File: config.mk
export PLATFORM = sky130hd
export DESIGN_NAME = apb_master_mc
export DESIGN_NICKNAME = d
export VERILOG_FILES = /design/src/rtl/apb_pkg.sv /design/src/rtl/apb_addr_decode.sv /design/src/rtl/apb_master_mc.sv
export SDC_FILE = /design/constraint.sdc
export NUM_CORES = 1
export LEC_CHECK = 0
export ABC_AREA = 1
export CORE_AREA = 2 2 121 123
export CTS_CLUSTER_SIZE = 10
export DETAILED_ROUTE_END_ITERATION = 6
export DIE_AREA = 0 0 123 125
export PLACE_DENSITY_LB_ADDON = 0.15
export REMOVE_ABC_BUFFERS = 1
export SLEW_MARGIN = 10
export SYNTH_ARGS = -nofsm -noshare
export SYNTH_HDL_FRONTEND = slang
export SYNTH_SLANG_ARGS = --single-unit
File: constraint.sdc
create_clock -name Pclk -period 3.8 [get_ports Pclk]
set_input_delay 0.38 -clock Pclk [delete_from_list [all_inputs] [get_ports Pclk]]
set_output_delay 0.38 -clock Pclk [all_outputs]
set_load 0.03 [all_outputs]
File: src/rtl/apb_pkg.sv
// Shared types for the multi-slave APB master: FSM states, response codes, width helper.
// Latency: none (types and constants only).
// Backpressure: not applicable.
package apb_pkg;

   typedef enum logic [1:0] {
      IDLE   = 2'd0,
      SETUP  = 2'd1,
      ACCESS = 2'd2,
      RESP   = 2'd3
   } apb_state_e;

   localparam logic [1:0] APB_OK      = 2'b00;
   localparam logic [1:0] APB_SLVERR  = 2'b01;
   localparam logic [1:0] APB_TIMEOUT = 2'b10;
   localparam logic [1:0] APB_DECERR  = 2'b11;

   // Width of the slave index field; never narrower than one bit.
   function automatic int sel_width(input int n);
      return (n <= 2) ? 1 : $clog2(n);
   endfunction

endpackage

File: src/rtl/apb_addr_decode.sv
// Slave decode: top address bits -> one-hot select plus decode-error flag.
// Latency: combinational.
// Backpressure: none.
module apb_addr_decode
   import apb_pkg::*;
#(
   parameter int ADDR_WIDTH = 32,
   parameter int NUM_SLAVES = 4
) (
   input  logic [ADDR_WIDTH-1:0] addr,
   output logic [NUM_SLAVES-1:0] sel,
   output logic                  dec_err
);

   localparam int SW = sel_width(NUM_SLAVES);
   localparam logic [SW:0] NS = (SW+1)'(NUM_SLAVES);

   logic [SW-1:0] idx;
   logic          unused_low_addr;

   assign idx             = addr[ADDR_WIDTH-1 -: SW];
   assign unused_low_addr = ^addr[ADDR_WIDTH-SW-1:0];
   assign dec_err         = ({1'b0, idx} >= NS);

   // One-hot select; an out-of-range index selects nothing.
   always_comb begin
      sel = '0;
      for (int i = 0; i < NUM_SLAVES; i++) begin
         if (!dec_err && (idx == SW'(i))) sel[i] = 1'b1;
      end
   end

endmodule

File: src/rtl/apb_master_mc.sv
// Command-stream to APB3 master with NUM_SLAVES selects, wait-state timeout and error reporting.
// Latency: 3 cycles accept-to-response with zero wait states, +1 per wait state; decode error 1 cycle.
// Backpressure: cmd_ready low while a transfer is outstanding; response held until rsp_ready.
module apb_master_mc
   import apb_pkg::*;
#(
   parameter int ADDR_WIDTH = 32,
   parameter int DATA_WIDTH = 32,
   parameter int NUM_SLAVES = 4,
   parameter int TIMEOUT    = 16
) (
   input  logic                             Pclk,
   input  logic                             Presetn,
   input  logic                             cmd_valid,
   output logic                             cmd_ready,
   input  logic [ADDR_WIDTH-1:0]            cmd_addr,
   input  logic [DATA_WIDTH-1:0]            cmd_wdata,
   input  logic                             cmd_write,
   output logic                             rsp_valid,
   input  logic                             rsp_ready,
   output logic [DATA_WIDTH-1:0]            rsp_rdata,
   output logic [1:0]                       rsp_err,
   output logic [NUM_SLAVES-1:0]            Psel,
   output logic                             Penable,
   output logic                             Pwrite,
   output logic [ADDR_WIDTH-1:0]            Paddr,
   output logic [DATA_WIDTH-1:0]            Pwdata,
   input  logic [NUM_SLAVES-1:0]            Pready,
   input  logic [NUM_SLAVES*DATA_WIDTH-1:0] Prdata,
   input  logic [NUM_SLAVES-1:0]            Pslverr
);

   localparam int          CW     = (TIMEOUT < 2) ? 1 : $clog2(TIMEOUT + 1);
   localparam logic [CW:0] TO_LIM = (CW+1)'(TIMEOUT);

   apb_state_e            state, state_nxt;
   logic [CW-1:0]         wait_cnt, wait_cnt_nxt;
   logic [CW:0]           cnt_inc;
   logic [NUM_SLAVES-1:0] dec_sel;
   logic                  dec_err;
   logic                  sel_ready, sel_err;
   logic [DATA_WIDTH-1:0] sel_rdata;

   logic                  cmd_ready_nxt, rsp_valid_nxt, penable_nxt, pwrite_nxt;
   logic [DATA_WIDTH-1:0] rsp_rdata_nxt, pwdata_nxt;
   logic [1:0]            rsp_err_nxt;
   logic [NUM_SLAVES-1:0] psel_nxt;
   logic [ADDR_WIDTH-1:0] paddr_nxt;

   apb_addr_decode #(
      .ADDR_WIDTH (ADDR_WIDTH),
      .NUM_SLAVES (NUM_SLAVES)
   ) u_decode (
      .addr    (cmd_addr),
      .sel     (dec_sel),
      .dec_err (dec_err)
   );

   // Psel holds the latched one-hot target during SETUP/ACCESS, so it doubles as the return mux select.
   assign sel_ready = |(Pready & Psel);
   assign sel_err   = |(Pslverr & Psel);
   assign cnt_inc   = {1'b0, wait_cnt} + (CW+1)'(1);

   // AND-OR mux of the selected slave's read data.
   always_comb begin
      sel_rdata = '0;
      for (int i = 0; i < NUM_SLAVES; i++) begin
         if (Psel[i]) sel_rdata = sel_rdata | Prdata[i*DATA_WIDTH +: DATA_WIDTH];
      end
   end

   // Next state and next value of every registered output.
   always_comb begin
      state_nxt     = state;
      wait_cnt_nxt  = wait_cnt;
      cmd_ready_nxt = cmd_ready;
      rsp_valid_nxt = rsp_valid;
      rsp_rdata_nxt = rsp_rdata;
      rsp_err_nxt   = rsp_err;
      psel_nxt      = Psel;
      penable_nxt   = Penable;
      pwrite_nxt    = Pwrite;
      paddr_nxt     = Paddr;
      pwdata_nxt    = Pwdata;
      case (state)
         IDLE: begin
            if (cmd_valid) begin
               cmd_ready_nxt = 1'b0;
               wait_cnt_nxt  = '0;
               if (dec_err) begin
                  state_nxt     = RESP;
                  rsp_valid_nxt = 1'b1;
                  rsp_err_nxt   = APB_DECERR;
                  rsp_rdata_nxt = '0;
               end else begin
                  state_nxt  = SETUP;
                  psel_nxt   = dec_sel;
                  paddr_nxt  = cmd_addr;
                  pwrite_nxt = cmd_write;
                  pwdata_nxt = cmd_wdata;
               end
            end
         end
         SETUP: begin
            state_nxt   = ACCESS;
            penable_nxt = 1'b1;
         end
         ACCESS: begin
            if (sel_ready) begin
               state_nxt     = RESP;
               psel_nxt      = '0;
               penable_nxt   = 1'b0;
               rsp_valid_nxt = 1'b1;
               rsp_err_nxt   = sel_err ? APB_SLVERR : APB_OK;
               rsp_rdata_nxt = (Pwrite || sel_err) ? '0 : sel_rdata;
            end else begin
               wait_cnt_nxt = cnt_inc[CW-1:0];
               if ((TIMEOUT != 0) && (cnt_inc == TO_LIM)) begin
                  state_nxt     = RESP;
                  psel_nxt      = '0;
                  penable_nxt   = 1'b0;
                  rsp_valid_nxt = 1'b1;
                  rsp_err_nxt   = APB_TIMEOUT;
                  rsp_rdata_nxt = '0;
               end
            end
         end
         RESP: begin
            if (rsp_ready) begin
               state_nxt     = IDLE;
               rsp_valid_nxt = 1'b0;
               cmd_ready_nxt = 1'b1;
            end
         end
         default: begin
            state_nxt     = IDLE;
            cmd_ready_nxt = 1'b1;
         end
      endcase
   end

   // State and output registers; reset drops the bus immediately.
   always_ff @(posedge Pclk or negedge Presetn) begin
      if (!Presetn) begin
         state     <= IDLE;
         wait_cnt  <= '0;
         cmd_ready <= 1'b1;
         rsp_valid <= 1'b0;
         rsp_rdata <= '0;
         rsp_err   <= APB_OK;
         Psel      <= '0;
         Penable   <= 1'b0;
         Pwrite    <= 1'b0;
         Paddr     <= '0;
         Pwdata    <= '0;
      end else begin
         state     <= state_nxt;
         wait_cnt  <= wait_cnt_nxt;
         cmd_ready <= cmd_ready_nxt;
         rsp_valid <= rsp_valid_nxt;
         rsp_rdata <= rsp_rdata_nxt;
         rsp_err   <= rsp_err_nxt;
         Psel      <= psel_nxt;
         Penable   <= penable_nxt;
         Pwrite    <= pwrite_nxt;
         Paddr     <= paddr_nxt;
         Pwdata    <= pwdata_nxt;
      end
   end

endmodule

==> results.txt, run 1 <==
run status: complete, no violations
number of antenna violations at the first check in global routing: 0
mux cell area share after synthesis: 0
worst slack at placement: 1.83 ns
insertion delay of the later-clocked pin in the worst-skew pair: 0.41 ns
clock sink count: 113
Cells after Synth: 703
final hold viol count: 0
overall die width: 123 µm
die outline height: 125 µm
Netlist Area Pre-Place: 5360 µm²
pin count of the biggest net entering global routing: 81
vias in the first global route: 5,384
highest cell delay on the worst timing path: 0.74 ns
crit path setup slack, layout: 1.39 ns
Clock Skews: 0.00514 ns
Clock Pin Slew Worst Setup and Hold Paths: 0.05 ns
final core occ: 0.643
buffer depth of the longest clock path: 2
power density over the cells: 824 nW/µm²
proportion of power drawn by flip-flops and latches: 0.272
Critical Path Start Type: flop
max_slew headroom: 0.331
antenna diode count: 0
Max Cap Violations: 0
worst path required time: 3.42 ns
combined global-route utilization of all metal layers: 0.235
mean number of vias per cell: 4.61
GRT Residual Overflow: 0
synthesized-area fraction occupied by ao, oa, aoi and oai cells: 0.0177
worst-path cell chain: buf_4 > clkdlybuf4s50_1
post-route antenna net violation count: 0
post-synthesis sequential area ratio: 0.528
final wirelength: 18,100 µm
Final Cycle Share: 0.634
TritonCTS buffer count: 17
unrepaired setup endpoints after global routing: no
Boundary Pins: 311
slowest CP cell: sky130_fd_sc_hd__clkdlybuf4s50_1
count of nets after finishing: 1,212
Core Rows: 44
relative area change from synthesis to final layout: 70.4%
level count of the clock H-tree: 4
buffer type at the clock tree root: sky130_fd_sc_hd__clkbuf_16
buffers inserted during post-CTS setup optimization: 0
post-detailed-route DRC marker count: 0
placed cell count: 1,168
Initial DRC Count: 308
setup violation total in the final timing report: 0
terminus of the critical flop-to-flop path: rsp_rdata[12]
category of the worst setup path capture point: output port
effective utilization at floorplan: 0.377
type of the worst min-delay path: in2async
IR drop worst, VDD: 0.657 mV
CP Max Fanout: 29
TritonRoute pass-1 iters: 5
synthesized-area fraction occupied by and/or/nand/nor cells: 0.392
mean cell area of the mapped netlist: 7.62 µm²
fraction of layout instances using a drive strength above 1: 0.0591
post_cts resized: 0
aggregate negative setup slack: 0 ns
Syn. warnings: 0
slew of the pin with the lowest slew margin: 1.00 ns
Max Clk Rate: 415 MHz
P_int: 4.24 mW
last weighted congestion value of the routability-driven placer: 0.818
proportion of power drawn by combinational gates: 0.522
final period demand of the worst path: 2.41 ns
Die Area: 15,400 µm²
clock network fraction of total power: 0.206
critical path start-end classification: reg2out
detailed placement HPWL: 13,200 µm
synth unique cells: 25
global-route wire length before repair: 27,800 µm
area of the core region: 14,200 µm²
share of synthesized cell area in full adder, half adder and majority cells: 0.00934
post-synthesis sequential element count: 113
data arrival time of the worst path: 2.03 ns
final count of pins violating max slew: 0
worst reg-to-reg setup slack: 1.87 ns
XOR/XNOR share of the synthesized area: 0
cells on worst reg2reg path: 8
static leakage: 4.33 nW
final worst hold slack: 0.141 ns
count of buffers from port buffering: 310
CTS tree: yes
routed vias: 5,529
count of placed standard cells in the final layout, fillers left out: 1,200
switching power share of the total: 0.437
average detailed-routed wire length per instance: 15.1 µm
dominant combinational cell family by area after synthesis: simple AND/OR/NAND/NOR gates
net switching power figure: 3.29 mW
quantity of hold-fixing buffers added after cts: 0
RR Startpoint: state[0]
Layout fillers: 1,240
## placed cells by master, fill, tap and decap left out, drive strengths merged
master         Yosys  routed
nand2            455     455
clkdlybuf4s50      0     309
dfrtp            112     112
nand4             33      33
inv               20      21
clkbuf            22      19
o21ai             14      14
nand3             13      13
buf               15       9
nor2               9       9
clkinvlp           0       7
ha                 4       4
clkinv             0       3
a21oi              3       3
bufinv             0       2
or2                1       1
o22ai              1       1
dfstp              1       1
## power groups by stage
| stage | combinational [mW] | clock, mW | sequential [mW] |
|---|---|---|---|
| 2_1_floorplan | 1.15 | 0 | 3.11 |
| 3_3_place_gp | 3.93 | 0 | 2.05 |
| 3_5_place_dp | 3.95 | 0 | 2.06 |
| 4_1_cts | 3.97 | 1.58 | 2.05 |
| 5_1_grt | 4.23 | 1.65 | 2.11 |
| 6_report | 3.93 | 1.55 | 2.05 |
## kinds of logic (layout without fill, tap and decap cells)
family          count (synthesis)  count (layout)
compound gates                 18              18
fa+ha+maj                       4               4
buf+inv                        57             370
flops                         113             113
simple gates                  511             511
## final cells by class
cell class                      instances  area (µm²)  area share
Multi-Input combinational cell        533        2250       0.246
Timing Repair Buffer                  318        3160       0.346
Clock inverter                         13         136      0.0149
Inverter                               20        75.1     0.00822
Sequential cell                       113        2830       0.310
Clock buffer                           19         453      0.0496
Tap cell                              184         230      0.0252
## registers in the layout (all words and copies together), names as in the netlist
register	flops
wait_cnt	5
rsp_valid	1
Psel	4
rsp_rdata	32
Pwdata	32
Paddr	32
cmd_ready	1
Pwrite	1
Penable	1
state	2
rsp_err	2
## through the flow
step / total power, mW / area (µm²)
after floorplan: 4.25 / 5150
after global placement: 5.98 / 8540
after detailed placement: 6.01 / 8540
after CTS: 7.60 / 9130
after global routing: 7.99 / 9130
final: 7.53 / 9130
## Yosys cell counts
| cell type | number | area (µm²) |
|---|---|---|
| sky130_fd_sc_hd__ha_1 | 4 | 50.1 |
| sky130_fd_sc_hd__nand4_1 | 33 | 206 |
| sky130_fd_sc_hd__nand2_4 | 1 | 11.3 |
| sky130_fd_sc_hd__nor2_1 | 4 | 15.0 |
| sky130_fd_sc_hd__inv_2 | 3 | 11.3 |
| sky130_fd_sc_hd__nor2_2 | 1 | 6.26 |
| sky130_fd_sc_hd__nand2_1 | 449 | 1690 |
| sky130_fd_sc_hd__a21oi_2 | 1 | 8.76 |
| sky130_fd_sc_hd__dfrtp_1 | 112 | 2800 |
| sky130_fd_sc_hd__inv_1 | 17 | 63.8 |
| sky130_fd_sc_hd__o22ai_1 | 1 | 6.26 |
| sky130_fd_sc_hd__a21oi_1 | 2 | 10.0 |
| sky130_fd_sc_hd__buf_6 | 8 | 90.1 |
| sky130_fd_sc_hd__nor2_4 | 1 | 11.3 |
| sky130_fd_sc_hd__nor2_8 | 3 | 60.1 |
| sky130_fd_sc_hd__buf_1 | 2 | 7.51 |
| sky130_fd_sc_hd__nand3_1 | 13 | 65.1 |
| sky130_fd_sc_hd__or2_2 | 1 | 6.26 |
| sky130_fd_sc_hd__buf_4 | 2 | 15.0 |
| sky130_fd_sc_hd__buf_2 | 3 | 15.0 |
| sky130_fd_sc_hd__nand2_2 | 5 | 31.3 |
| sky130_fd_sc_hd__o21ai_0 | 9 | 45.0 |
| sky130_fd_sc_hd__dfstp_2 | 1 | 26.3 |
| sky130_fd_sc_hd__clkbuf_1 | 22 | 82.6 |
| sky130_fd_sc_hd__o21ai_1 | 5 | 25.0 |
## critical path, delay by kind of cell (launching register included)
kind,cells,cell delay [ns]
buffers and inverters,2,1.12
flip-flops,1,0.49
## layer usage
layer  routed length [µm]  vias to the layer above  GRT usage
met1                 7070                     2535      0.271
met3                 1180                       39     0.0598
li1                     -                     2784          -
met5                    0                        -          0
met2                 9250                      171      0.411
met4                  570                        0     0.0963
## how the worst max path moves through the flow
stage,start,end
floorplan,state[0],Psel[2]
global placement,Psel[1],Psel[1]
detailed placement,Psel[1],Psel[1]
CTS,Psel[1],Psel[1]
global route,Psel[1],Psel[1]
finish,Psel[1],Psel[1]
No activity file was read; power rests on OpenSTA's default activity.
==> run 2: changes to the inputs <==
CORE_AREA = unset   (was 2 2 121 123)
CORE_MARGIN = 2   (was unset)
CORE_UTILIZATION = 38   (was unset)
DIE_AREA = unset   (was 0 0 123 125)
clock period = 2.46 ns   (was 3.8 ns; I/O delays follow)
==> run 2 against run 1 <==
Cell area up 0.34%. Global-route usage increased by 0.96 points. Register-to-register slack worse by 1.3 ns. Power up 55%. Sequential power grew 55%. Utilization up 2.0 points. Hold slack gained 0.23 ns. Routed wire length grew 1.5%. Via count rose by 0.43%. First-iteration DRC count grew 11%. Sequential share of layout area down 0.11 points. Flip-flop and latch count unchanged. Critical endpoint is now Psel[0]. Largest power group unchanged.
==> results.txt, run 2 (same netlist as run 1, synthesis figures left out) <==
run status: complete, no violations
aggregate negative setup slack: 0 ns
highest cell delay on the worst timing path: 0.83 ns
Top Family by Delay on Critical Path: buffers and inverters
average detailed-routed wire length per instance: 15.3 µm
final period demand of the worst path: 2.14 ns
Regs by FF count: Paddr x32, Pwdata x32, rsp_rdata x32
post-detailed-route DRC marker count: 0
unrepaired setup endpoints after global routing: no
final count of pins violating max slew: 0
Max Cap Violations: 0
area of the core region: 13,800 µm²
GRT Residual Overflow: 0
mean number of vias per cell: 4.63
TritonRoute pass-1 iters: 4
clock network fraction of total power: 0.206
TritonCTS buffer count: 17
placed cell count: 1,166
effective utilization at floorplan: 0.387
worst-path cell chain: clkdlybuf4s50_1
commonest non-fill, non-tap cell in the layout: sky130_fd_sc_hd__nand2_1
Boundary Pins: 311
most frequent cells in the layout: sky130_fd_sc_hd__nand2_1, sky130_fd_sc_hd__clkdlybuf4s50_1, sky130_fd_sc_hd__dfrtp_1
combined global-route utilization of all metal layers: 0.245
critical path start-end classification: reg2out
Critical Path Start Type: flop
antenna diode count: 0
overall die width: 123 µm
number of buffer and inverter instances along the worst setup path: 1
insertion delay of the later-clocked pin in the worst-skew pair: 0.41 ns
Max Clk Rate: 468 MHz
pin count of the biggest net entering global routing: 68
detailed placement HPWL: 13,700 µm
CP Max Fanout: 13
total stage count of the critical path: 1
Clock Pin Slew Worst Setup and Hold Paths: 0.05 ns
die outline height: 123 µm
slowest CP cell: sky130_fd_sc_hd__clkdlybuf4s50_1
worst path required time: 2.21 ns
count of nets after finishing: 1,215
type of the worst min-delay path: in2reg
Die Area: 15,100 µm²
final wirelength: 18,300 µm
count of buffers from port buffering: 310
relative area change from synthesis to final layout: 71.0%
slew of the pin with the lowest slew margin: 0.691 ns
Layout fillers: 1,224
post-route antenna net violation count: 0
max_slew headroom: 0.539
buffer depth of the longest clock path: 2
cells on worst reg2reg path: 8
net switching power figure: 5.05 mW
Final Cycle Share: 0.869
IR drop worst, VDD: 0.779 mV
switching power share of the total: 0.432
Core Rows: 43
P_int: 6.64 mW
data arrival time of the worst path: 1.89 ns
setup violation total in the final timing report: 0
power density over the cells: 1280 nW/µm²
final hold viol count: 0
post_cts resized: 0
global-route wire length before repair: 28,100 µm
Initial DRC Count: 343
Clock Skews: 0.00743 ns
static leakage: 4.36 nW
fraction of layout instances using a drive strength above 1: 0.0579
worst slack at placement: 0.623 ns
clock sink count: 113
last weighted congestion value of the routability-driven placer: 0.846
level count of the clock H-tree: 4
proportion of power drawn by flip-flops and latches: 0.272
buffer type at the clock tree root: sky130_fd_sc_hd__clkbuf_16
final core occ: 0.663
crit path setup slack, layout: 0.322 ns
hold depth: 3
proportion of power drawn by combinational gates: 0.522
count of placed standard cells in the final layout, fillers left out: 1,199
category of the worst setup path capture point: output port
number of antenna violations at the first check in global routing: 0
routed vias: 5,553
CTS tree: yes
vias in the first global route: 5,379
[run 2: worst paths after layout]
| check | startpoint | endpoint | slack [ns] |
|---|---|---|---|
| max in group asynchronous | Presetn | cmd_ready | 1.29 |
| min in group asynchronous | Presetn | rsp_rdata[12] | 0.40 |
| setup / recovery | Psel[0] | Psel[0] | 0.32 |
| setup reg to reg | Psel[0] | rsp_rdata[3] | 0.61 |
| hold / removal | cmd_wdata[4] | Pwdata[4] | 0.37 |
| hold reg to reg | Paddr[5] | Paddr[5] | 0.47 |
[run 2: timing repair]
item | in CTS | in global routing
buffers inserted | 0 | 0
hold endpoints to repair | 44 | 0
hold buffers | 1 | 0
[run 2: routing by layer]
layer | vias up | routed length, µm | GRT usage
met5 | - | 0 | 0
met4 | 0 | 603 | 0.110
met3 | 45 | 1270 | 0.0669
met2 | 191 | 9130 | 0.411
met1 | 2531 | 7330 | 0.293
li1 | 2786 | - | -
[run 2: layout make-up]
type / count / area (µm²) / area share
clock buffer: 21 / 450 / 0.0492
multi-input combinational: 533 / 2250 / 0.245
sequential: 113 / 2830 / 0.309
timing repair buffer: 321 / 3200 / 0.349
tap: 180 / 225 / 0.0246
inverter: 20 / 75.1 / 0.00819
clock inverter: 11 / 138 / 0.0150
[run 2: power by group through the flow]
stage               combinational [mW]  sequential [mW]  clock (mW)
global route                      6.61             3.27        2.55
detailed placement                6.14             3.19           0
finish                            6.09             3.18        2.41
floorplan                         1.77             4.80           0
global placement                  6.10             3.18           0
CTS                               6.16             3.18        2.46
[run 2: stage by stage]
stage	instance area, µm²	total power, mW	hold WS [ns]
after floorplan	5150	6.57	-0.0496
after global placement	8560	9.28	0.300
after detailed placement	8560	9.33	0.299
after CTS	9160	11.8	0.357
after global routing	9160	12.4	0.372
final	9160	11.7	0.373
==> run 3: changes to the inputs <==
--- a/config.mk
+++ b/config.mk
@@ -8,3 +8,2 @@
 export ABC_AREA = 1
-export CORE_MARGIN = 2
 export CORE_UTILIZATION = 38
@@ -14,3 +13,2 @@
 export REMOVE_ABC_BUFFERS = 1
-export SLEW_MARGIN = 10
 export SYNTH_ARGS = -nofsm -noshare
==> constraint.sdc (replaced) <==
create_clock -name Pclk -period 2.46 [get_ports Pclk]
set_input_delay 0.492 -clock Pclk [delete_from_list [all_inputs] [get_ports Pclk]]
set_output_delay 0.492 -clock Pclk [all_outputs]
set_load 0.03 [all_outputs]
==> run 3 against run 2 <==
Cell area grew 1.1%. Register-to-register slack barely moved. Utilization rose by 0.73 points. Die area shrank 3.2%. First-iteration DRC count increased by 7.9%. Routed wire length down 1.5%. Maximum frequency fell by 10%. Critical path depth unchanged. Largest power group unchanged.
==> results.txt, run 3 (same netlist as run 1, synthesis figures left out) <==
run status: complete, no violations
critical path start-end classification: reg2out
total stage count of the critical path: 1
final hold viol count: 0
average detailed-routed wire length per instance: 15.1 µm
worst-path cell chain: clkdlybuf4s50_1
combined global-route utilization of all metal layers: 0.256
detailed placement HPWL: 13,100 µm
buffers inserted during post-CTS setup optimization: 0
Die Area: 14,600 µm²
post-detailed-route DRC marker count: 0
insertion delay of the later-clocked pin in the worst-skew pair: 0.41 ns
mean number of vias per cell: 4.59
post-detailed-placement cell area: 8570 µm²
Clock Pin Slew Worst Setup and Hold Paths: 0.06 ns
slowest CP cell: sky130_fd_sc_hd__clkdlybuf4s50_1
buffer depth of the longest clock path: 2
placed cell count: 1,165
cells on worst reg2reg path: 8
final count of pins violating max slew: 0
quantity of hold-fixing buffers added after cts: 1
highest cell delay on the worst timing path: 0.78 ns
antenna diode count: 0
die outline height: 121 µm
level count of the clock H-tree: 4
Initial DRC Count: 370
worst path required time: 1.97 ns
category of the worst setup path capture point: output port
CTS tree: yes
post-route antenna net violation count: 0
static leakage: 4.40 nW
count of buffers from port buffering: 310
buffer type at the clock tree root: sky130_fd_sc_hd__clkbuf_16
last weighted congestion value of the routability-driven placer: 0.866
Power Total: 12.1 mW
IR drop worst, VDD: 0.989 mV
effective utilization at floorplan: 0.387
Boundary Pins: 311
Clock Skews: 0.0195 ns
relative area change from synthesis to final layout: 72.9%
unrepaired setup endpoints after global routing: no
number of buffer and inverter instances along the worst setup path: 1
worst slack at placement: 0.366 ns
slew of the pin with the lowest slew margin: 0.678 ns
type of the worst min-delay path: in2async
overall die width: 121 µm
TritonRoute pass-1 iters: 5
CP Max Fanout: 15
data arrival time of the worst path: 1.88 ns
vias in the first global route: 5,362
power density over the cells: 1310 nW/µm²
final wirelength: 18,100 µm
final core occ: 0.670
clock sink count: 113
number of antenna violations at the first check in global routing: 0
area of the core region: 13,800 µm²
Critical Path Start Type: flop
post_cts resized: 0
Max Cap Violations: 0
setup violation total in the final timing report: 0
crit path setup slack, layout: 0.0850 ns
final period demand of the worst path: 2.38 ns
count of nets after finishing: 1,214
global-route wire length before repair: 28,200 µm
TritonCTS buffer count: 17
pin count of the biggest net entering global routing: 101
Top Family by Delay on Critical Path: buffers and inverters
post-route design area: 9260 µm²
Final Cycle Share: 0.965
max_slew headroom: 0.548
fraction of layout instances using a drive strength above 1: 0.0599
GRT Residual Overflow: 0
Max Clk Rate: 421 MHz
most frequent cells in the layout: sky130_fd_sc_hd__nand2_1, sky130_fd_sc_hd__clkdlybuf4s50_1, sky130_fd_sc_hd__dfrtp_1
Core Rows: 43
commonest non-fill, non-tap cell in the layout: sky130_fd_sc_hd__nand2_1
routed vias: 5,502
count of placed standard cells in the final layout, fillers left out: 1,198
Regs by FF count: Paddr x32, Pwdata x32, rsp_rdata x32
==> run 3: area by class of cell <==
cell class                 count  area [µm²]
clock inverter                13         231
fill                        1127        4560
sequential                   113        2830
clock buffer                  19         453
multi-input combinational    533        2250
timing repair buffer         320        3200
inverter                      20        75.1
tap                          180         225
==> run 3: through the flow <==
stage | hold WS [ns] | setup TNS (ns)
3_3_place_gp | 0.355 | 0
2_1_floorplan | 0.196 | -47.58
4_1_cts | 0.470 | 0
3_5_place_dp | 0.358 | 0
5_1_grt | 0.459 | 0
6_report | 0.466 | 0
==> run 3: final timing paths <==
path / start / endpoint / slack (ns)
hold reg to reg: rsp_rdata[27] / rsp_rdata[27] / 0.47
hold / removal: Presetn / Pwdata[17] / 0.47
min in group Pclk: rsp_rdata[27] / rsp_rdata[27] / 0.47
setup / recovery: Psel[3] / Psel[3] / 0.08
setup reg to reg: Psel[3] / rsp_rdata[24] / 0.61
max in group asynchronous: Presetn / rsp_rdata[12] / 1.20
==> run 3: layer usage <==
metal	vias to the layer above	part of all wire	global-route usage
li1	2786	-	-
met1	2529	0.42	0.310
met2	167	0.51	0.438
met3	20	0.059	0.0788
met4	0	0.015	0.0741
met5	-	0	0
==> run 3: worst register-to-register path: cells and delay by family (launching register included) <==
kind | cells | cell delay, ns
simple gates | 7 | 1.03
flops | 1 | 0.69
buf+inv | 1 | 0.08
==> run 3: report_power, final <==
part | internal, mW | leakage [nW] | switching (mW)
Sequential | 2.67 | 1.44 | 0.497
Combinational | 2.38 | 2.63 | 3.77
Clock | 1.95 | 0.318 | 0.886
